==> src/rtl/mac_lookup_ctrl.sv <==
// MAC learn/lookup controller: learns the source MAC, looks up the
// destination MAC through an external search engine, and issues an egress
// port bitmap. It also launches periodic aging sweeps of the table.
module mac_lookup_ctrl #(
   parameter logic [31:0] AGING_PERIOD = 32'd50_000_000,
   parameter logic [7:0]  SE_TIMEOUT   = 8'd64
) (
   input  logic        clk,
   input  logic        rst,
   input  logic        req_valid,
   output logic        req_ready,
   input  logic [47:0] req_smac,
   input  logic [47:0] req_dmac,
   input  logic [3:0]  req_inport,
   output logic        res_valid,
   input  logic        res_ready,
   output logic [15:0] res_portmap,
   output logic        res_hit,
   output logic        se_source,
   output logic [47:0] se_mac,
   output logic [15:0] se_portmap,
   output logic [9:0]  se_hash,
   output logic        se_req,
   input  logic        se_ack,
   input  logic        se_nak,
   input  logic [15:0] se_result,
   output logic        aging_req,
   input  logic        aging_ack,
   output logic [15:0] learn_fail_cnt
);

   typedef enum logic [1:0] {S_IDLE, S_LEARN, S_LOOKUP, S_RESP} state_e;

   state_e      state_q, state_d;
   logic [47:0] dmac_q, dmac_d;
   logic [3:0]  inport_q, inport_d;
   logic        req_ready_q, req_ready_d;
   logic        res_valid_q, res_valid_d;
   logic [15:0] res_portmap_q, res_portmap_d;
   logic        res_hit_q, res_hit_d;
   logic        se_req_q, se_req_d;
   logic        se_source_q, se_source_d;
   logic [47:0] se_mac_q, se_mac_d;
   logic [15:0] se_portmap_q, se_portmap_d;
   logic [9:0]  se_hash_q, se_hash_d;
   logic [7:0]  to_cnt_q, to_cnt_d;
   logic [15:0] fail_cnt_q, fail_cnt_d;
   logic [31:0] timer_q, timer_d;
   logic        aging_pending_q, aging_pending_d;

   logic        se_resp, se_done, se_ack_ok, se_timeout;
   logic [15:0] own_mask;

   function automatic logic [9:0] mac_hash(input logic [47:0] mac);
      return mac[9:0] ^ mac[19:10] ^ mac[29:20] ^ mac[39:30] ^ {2'b0, mac[47:40]};
   endfunction

   // Search handshake decode; responses only count while se_req is high,
   // and ack together with nak is treated as nak.
   always_comb begin
      se_resp    = se_req_q & (se_ack | se_nak);
      se_timeout = se_req_q & ~se_resp & (to_cnt_q == SE_TIMEOUT - 8'd1);
      se_done    = se_resp | se_timeout;
      se_ack_ok  = se_resp & se_ack & ~se_nak;
      own_mask   = 16'h0001 << inport_q;
   end

   // Transaction FSM: next state and next values of all registered outputs.
   always_comb begin
      state_d       = state_q;
      dmac_d        = dmac_q;
      inport_d      = inport_q;
      res_valid_d   = res_valid_q;
      res_portmap_d = res_portmap_q;
      res_hit_d     = res_hit_q;
      se_req_d      = se_req_q;
      se_source_d   = se_source_q;
      se_mac_d      = se_mac_q;
      se_portmap_d  = se_portmap_q;
      se_hash_d     = se_hash_q;
      to_cnt_d      = to_cnt_q;
      fail_cnt_d    = fail_cnt_q;
      unique case (state_q)
         S_IDLE: begin
            if (req_valid && req_ready_q) begin
               dmac_d   = req_dmac;
               inport_d = req_inport;
               if (!req_smac[40]) begin
                  state_d      = S_LEARN;
                  se_source_d  = 1'b1;
                  se_mac_d     = req_smac;
                  se_portmap_d = 16'h0001 << req_inport;
                  se_hash_d    = mac_hash(req_smac);
               end else begin
                  state_d      = S_LOOKUP;
                  se_source_d  = 1'b0;
                  se_mac_d     = req_dmac;
                  se_portmap_d = '0;
                  se_hash_d    = mac_hash(req_dmac);
               end
            end
         end
         S_LEARN: begin
            if (!se_req_q) begin
               se_req_d = 1'b1;
               to_cnt_d = '0;
            end else if (se_done) begin
               se_req_d     = 1'b0;
               state_d      = S_LOOKUP;
               se_source_d  = 1'b0;
               se_mac_d     = dmac_q;
               se_portmap_d = '0;
               se_hash_d    = mac_hash(dmac_q);
               if (!se_ack_ok && fail_cnt_q != 16'hFFFF)
                  fail_cnt_d = fail_cnt_q + 16'd1;
            end else begin
               to_cnt_d = to_cnt_q + 8'd1;
            end
         end
         S_LOOKUP: begin
            // se_req low here means the first LOOKUP cycle: group
            // destinations flood at once, unicast ones start a search.
            if (!se_req_q) begin
               if (dmac_q[40]) begin
                  state_d       = S_RESP;
                  res_valid_d   = 1'b1;
                  res_portmap_d = ~own_mask;
                  res_hit_d     = 1'b0;
               end else begin
                  se_req_d = 1'b1;
                  to_cnt_d = '0;
               end
            end else if (se_done) begin
               se_req_d    = 1'b0;
               state_d     = S_RESP;
               res_valid_d = 1'b1;
               if (se_ack_ok) begin
                  res_portmap_d = se_result & ~own_mask;
                  res_hit_d     = 1'b1;
               end else begin
                  res_portmap_d = ~own_mask;
                  res_hit_d     = 1'b0;
               end
            end else begin
               to_cnt_d = to_cnt_q + 8'd1;
            end
         end
         S_RESP: begin
            if (res_ready) begin
               res_valid_d = 1'b0;
               state_d     = S_IDLE;
            end
         end
      endcase
      req_ready_d = (state_d == S_IDLE);
   end

   // Aging timer: free-running reload counter; an expiry while a sweep is
   // still pending is dropped.
   always_comb begin
      timer_d         = (timer_q == '0) ? AGING_PERIOD - 32'd1 : timer_q - 32'd1;
      aging_pending_d = aging_pending_q;
      if (timer_q == '0 && !aging_pending_q)
         aging_pending_d = 1'b1;
      else if (aging_ack)
         aging_pending_d = 1'b0;
   end

   // State and output registers with synchronous reset.
   always_ff @(posedge clk) begin
      if (rst) begin
         state_q         <= S_IDLE;
         dmac_q          <= '0;
         inport_q        <= '0;
         req_ready_q     <= 1'b0;
         res_valid_q     <= 1'b0;
         res_portmap_q   <= '0;
         res_hit_q       <= 1'b0;
         se_req_q        <= 1'b0;
         se_source_q     <= 1'b0;
         se_mac_q        <= '0;
         se_portmap_q    <= '0;
         se_hash_q       <= '0;
         to_cnt_q        <= '0;
         fail_cnt_q      <= '0;
         timer_q         <= AGING_PERIOD - 32'd1;
         aging_pending_q <= 1'b0;
      end else begin
         state_q         <= state_d;
         dmac_q          <= dmac_d;
         inport_q        <= inport_d;
         req_ready_q     <= req_ready_d;
         res_valid_q     <= res_valid_d;
         res_portmap_q   <= res_portmap_d;
         res_hit_q       <= res_hit_d;
         se_req_q        <= se_req_d;
         se_source_q     <= se_source_d;
         se_mac_q        <= se_mac_d;
         se_portmap_q    <= se_portmap_d;
         se_hash_q       <= se_hash_d;
         to_cnt_q        <= to_cnt_d;
         fail_cnt_q      <= fail_cnt_d;
         timer_q         <= timer_d;
         aging_pending_q <= aging_pending_d;
      end
   end

   assign req_ready      = req_ready_q;
   assign res_valid      = res_valid_q;
   assign res_portmap    = res_portmap_q;
   assign res_hit        = res_hit_q;
   assign se_req         = se_req_q;
   assign se_source      = se_source_q;
   assign se_mac         = se_mac_q;
   assign se_portmap     = se_portmap_q;
   assign se_hash        = se_hash_q;
   assign aging_req      = aging_pending_q;
   assign learn_fail_cnt = fail_cnt_q;

endmodule

==> config.mk <==
export PLATFORM = sky130hd
export DESIGN_NAME = mac_lookup_ctrl
export DESIGN_NICKNAME = d
export VERILOG_FILES = /design/src/rtl/mac_lookup_ctrl.sv
export SDC_FILE = /design/constraint.sdc
export NUM_CORES = 1
export LEC_CHECK = 0
export ABC_AREA = 1
export CAP_MARGIN = 5
export CELL_PAD_IN_SITES_DETAIL_PLACEMENT = 1
export CELL_PAD_IN_SITES_GLOBAL_PLACEMENT = 2
export CORE_UTILIZATION = 25
export DETAILED_ROUTE_END_ITERATION = 12
export PLACE_DENSITY = 0.8
export SYNTH_ARGS = -nofsm -noshare
export SYNTH_HDL_FRONTEND = slang
export SYNTH_SLANG_ARGS = --single-unit
==> constraint.sdc <==
create_clock -name clk -period 1.6 [get_ports clk]
set_input_delay 0.32 -clock clk [delete_from_list [all_inputs] [get_ports clk]]
set_output_delay 0.32 -clock clk [all_outputs]
set_load 0.05 [all_outputs]
==> impl_metrics.json <==
{
  "syn2layout_area_growth_pct": 51.0,
  "critical_path_buf_inv_count": 3,
  "holdWs_ns": 0.311,
  "die_y_um": 216,
  "setup_viol": 6,
  "grt_pass1_wl_mm": 71.9,
  "finalCriticalPeriod_ns": 1.64,
  "report.final.slew_viol_count": 0,
  "end_kind": "flop",
  "drive_above_1_share": 0.224,
  "tns_ns": -0.0906,
  "cp-start-kind": "flop",
  "cts_root_buf": "clkbuf_16",
  "synth_area_mm2": 0.0115,
  "crit_path_frequent_cell": "nand2_1",
  "tritoncts": "yes",
  "nets": 2248,
  "critical_path_required_ns": 2.09,
  "synth_cells": 1776,
  "async_flop_share": 0,
  "p_leak_nw": 7.32,
  "seqPwrFrac": 0.282,
  "p_sw_frac": 0.418,
  "crit_type": "reg -> reg",
  "avgSynthCellArea_um2": 6.48,
  "yosys-top-cells-area": "dfxtp_1 (36%), nand2_1 (18%), nor2_1 (6.7%)",
  "place_inst": 2664,
  "cts_max_level": 1,
  "io_buffers": 234,
  "stdcell_count": 2740,
  "drtPass1Iterations": 5,
  "critPathSlowestCell": "dfxtp_2",
  "fp.dieW_um": 216,
  "min_path_type": "in -> reg",
  "clkPwrFrac": 0.246,
  "worst_pin_slew_ns": 0.565,
  "initial_core_util": 0.253,
  "worst_slack_ns": -0.0363,
  "powerDensity_mw_per_mm2": 1390,
  "synthFlopType": "dfxtp_1",
  "synth.distinct_cells": 41,
  "grt_setup_unrepaired": "true",
  "place_congestion": 0.830,
  "synth_edf_count": 0,
  "yosys_warnings": 0,
  "power_w": 0.0242,
  "drc_errors": 0,
  "critical_path.max_fanout": 4,
  "synth_top_area_frac": 0.359,
  "p_sw_w": 0.0101,
  "io_pins": 235,
  "syn_nets": 1907,
  "synth-seq-cells": 206,
  "relSlewSlack": 0.623,
  "irDropWorstVdd_v": 0.000771,
  "cp_top_family": "simple AND/OR/NAND/NOR gates",
  "cap_violations": 0,
  "grt_usage": 0.193,
  "hold_viol": 0,
  "vias": 12964,
  "drtIter0Drc": 477,
  "grt_pass1_vias": 13388,
  "max_stage_delay_ns": 0.35,
  "clkTransAtPathRegs_ns": 0.06,
  "ctsHoldBuffers": 0,
  "grt_remaining_overflow": 0,
  "critPathArrivalTime_ns": 2.13,
  "clk_latency_ns": 0.57,
  "grt_max_degree": 97,
  "synth_top_cell_by_area": "dfxtp_1",
  "clock_skew_ns": 0.0236,
  "fmax_mhz": 611,
  "ys_seq_area_frac": 0.359,
  "cts_buffers": 28,
  "pwr-share-comb": 0.472,
  "cp_cell_sequence": "buf_4 > ha_1 > inv_1 > or2_2 > nand2_2 > inv_1 > nand2_1 > nand2_1 > nand2_1 > nand2_1 > nor2_1",
  "via_per_inst": 4.73,
  "cts_num_sinks": 206,
  "drt-wirelength-per-cell_um": 17.3,
  "rows": 78,
  "status": "complete, but fails checks",
  "die-area_mm2": 0.0469,
  "antenna_found_initial": 6,
  "antenna_left": 0,
  "fp.coreArea_mm2": 0.0454,
  "violations": "negative setup slack",
  "place_hpwl_mm": 34.6,
  "cellInternalPower_w": 0.0141,
  "drt_wl_total_mm": 47.4,
  "clock_path_buffers": 3,
  "period_share": 1.02
}
==> power groups by stage <==
stage	registers, W	logic (W)	clock network, W
2_1_floorplan	0.00839	0.00412	0
4_1_cts	0.00679	0.0107	0.00615
5_1_grt	0.00690	0.0123	0.00634
3_5_place_dp	0.00690	0.0101	0
3_3_place_gp	0.00687	0.00991	0
6_report	0.00681	0.0114	0.00596
==> per-stage QoR <==
step | setup slack (ns) | instance area (um^2) | utilization
after floorplan | 0.00185 | 11500 | -
after global placement | -0.416 | 15600 | 0.344
after detailed placement | -0.440 | 15600 | 0.344
after CTS | -0.0102 | 16700 | 0.369
after global routing | -0.143 | 17400 | 0.382
final | -0.0363 | 17400 | 0.383
==> cells by family after synthesis <==
family	synth area share
buf+inv	0.0807
simple gates	0.361
compound gates	0.127
flops	0.359
fa+ha+maj	0.00870
xor+xnor	0.0640
==> layout by cell type, fill, tap and decap left out, drive strengths merged <==
master           n
nand2          555
buf            270
nor2           211
dfxtp          206
nand3          149
a21oi          143
inv            131
clkdlybuf4s50  120
o21ai          106
xor2            46
clkbuf          46
xnor2           38
nand4           22
nand3b          16
or2             14
nor3            12
o22ai           10
o21a            10
ha               8
a31oi            7
clkinv           7
diode            6
o211ai           2
nand2b           2
and3             1
a41oi            1
nor4             1
==> flip-flops by register name, indices dropped and copies added (netlist names) <==
register and cells:
to_cnt_q 8, res_portmap 16, state_q 2, inport_q 4
se_portmap 16, se_source 1, learn_fail_cnt 16, se_req 1
se_hash 10, timer_q 32, dmac_q 48, aging_req 1
req_ready 1, res_hit 1, res_valid 1, se_mac 48
==> cell type report <==
cell class / instances / area, um^2
Antenna cell: 6 / 15.0
Clock buffer: 43 / 827
Clock inverter: 4 / 31.3
Fill cell: 5670 / 28000
Inverter: 134 / 533
Multi-Input combinational cell: 1354 / 6940
Sequential cell: 206 / 4170
Tap cell: 600 / 751
Timing Repair Buffer: 393 / 4090
==> synth_stat cells, types with 17 or more instances <==
cell type / instances
nand2_1: 550
dfxtp_1: 206
nor2_1: 205
nand3_1: 143
a21oi_1: 142
inv_1: 124
o21ai_0: 105
clkbuf_1: 51
xor2_1: 46
xnor2_1: 38
nand4_1: 21
buf_2: 17
==> metal layers <==
| layer | wire length (um) | track usage | up-vias |
|---|---|---|---|
| li1 | - | - | 6395 |
| met1 | 20800 | 0.236 | 6257 |
| met2 | 23400 | 0.345 | 232 |
| met3 | 2070 | 0.0317 | 76 |
| met4 | 1090 | 0.0559 | 4 |
| met5 | 28 | 0 | - |
==> worst register-to-register path: stages (launching register included) <==
cell     delay [ns]
dfxtp_2        0.35
buf_4          0.15
ha_1           0.18
inv_1          0.07
or2_2          0.33
nand2_2        0.10
inv_1          0.05
nand2_1        0.05
nand2_1        0.05
nand2_1        0.08
nand2_1        0.06
nor2_1         0.11
==> timing repair <==
action / CTS / global route
setup buffers: 7 / 8
resized for setup: 44 / 140
pin swaps: 20 / 35
setup endpoints to repair: 106 / 171
cloned: 4 / 6
==> final timing paths <==
check              from  cells past startpoint          end  slack (ns)
min reg2reg  timer_q[0]                      1   timer_q[0]        0.40
max          state_q[1]                     11   state_q[0]       -0.04
max reg2reg  state_q[1]                     11   state_q[0]       -0.04
min                 rst                      4  timer_q[12]        0.31
No activity file was read; power rests on OpenSTA's default activity.
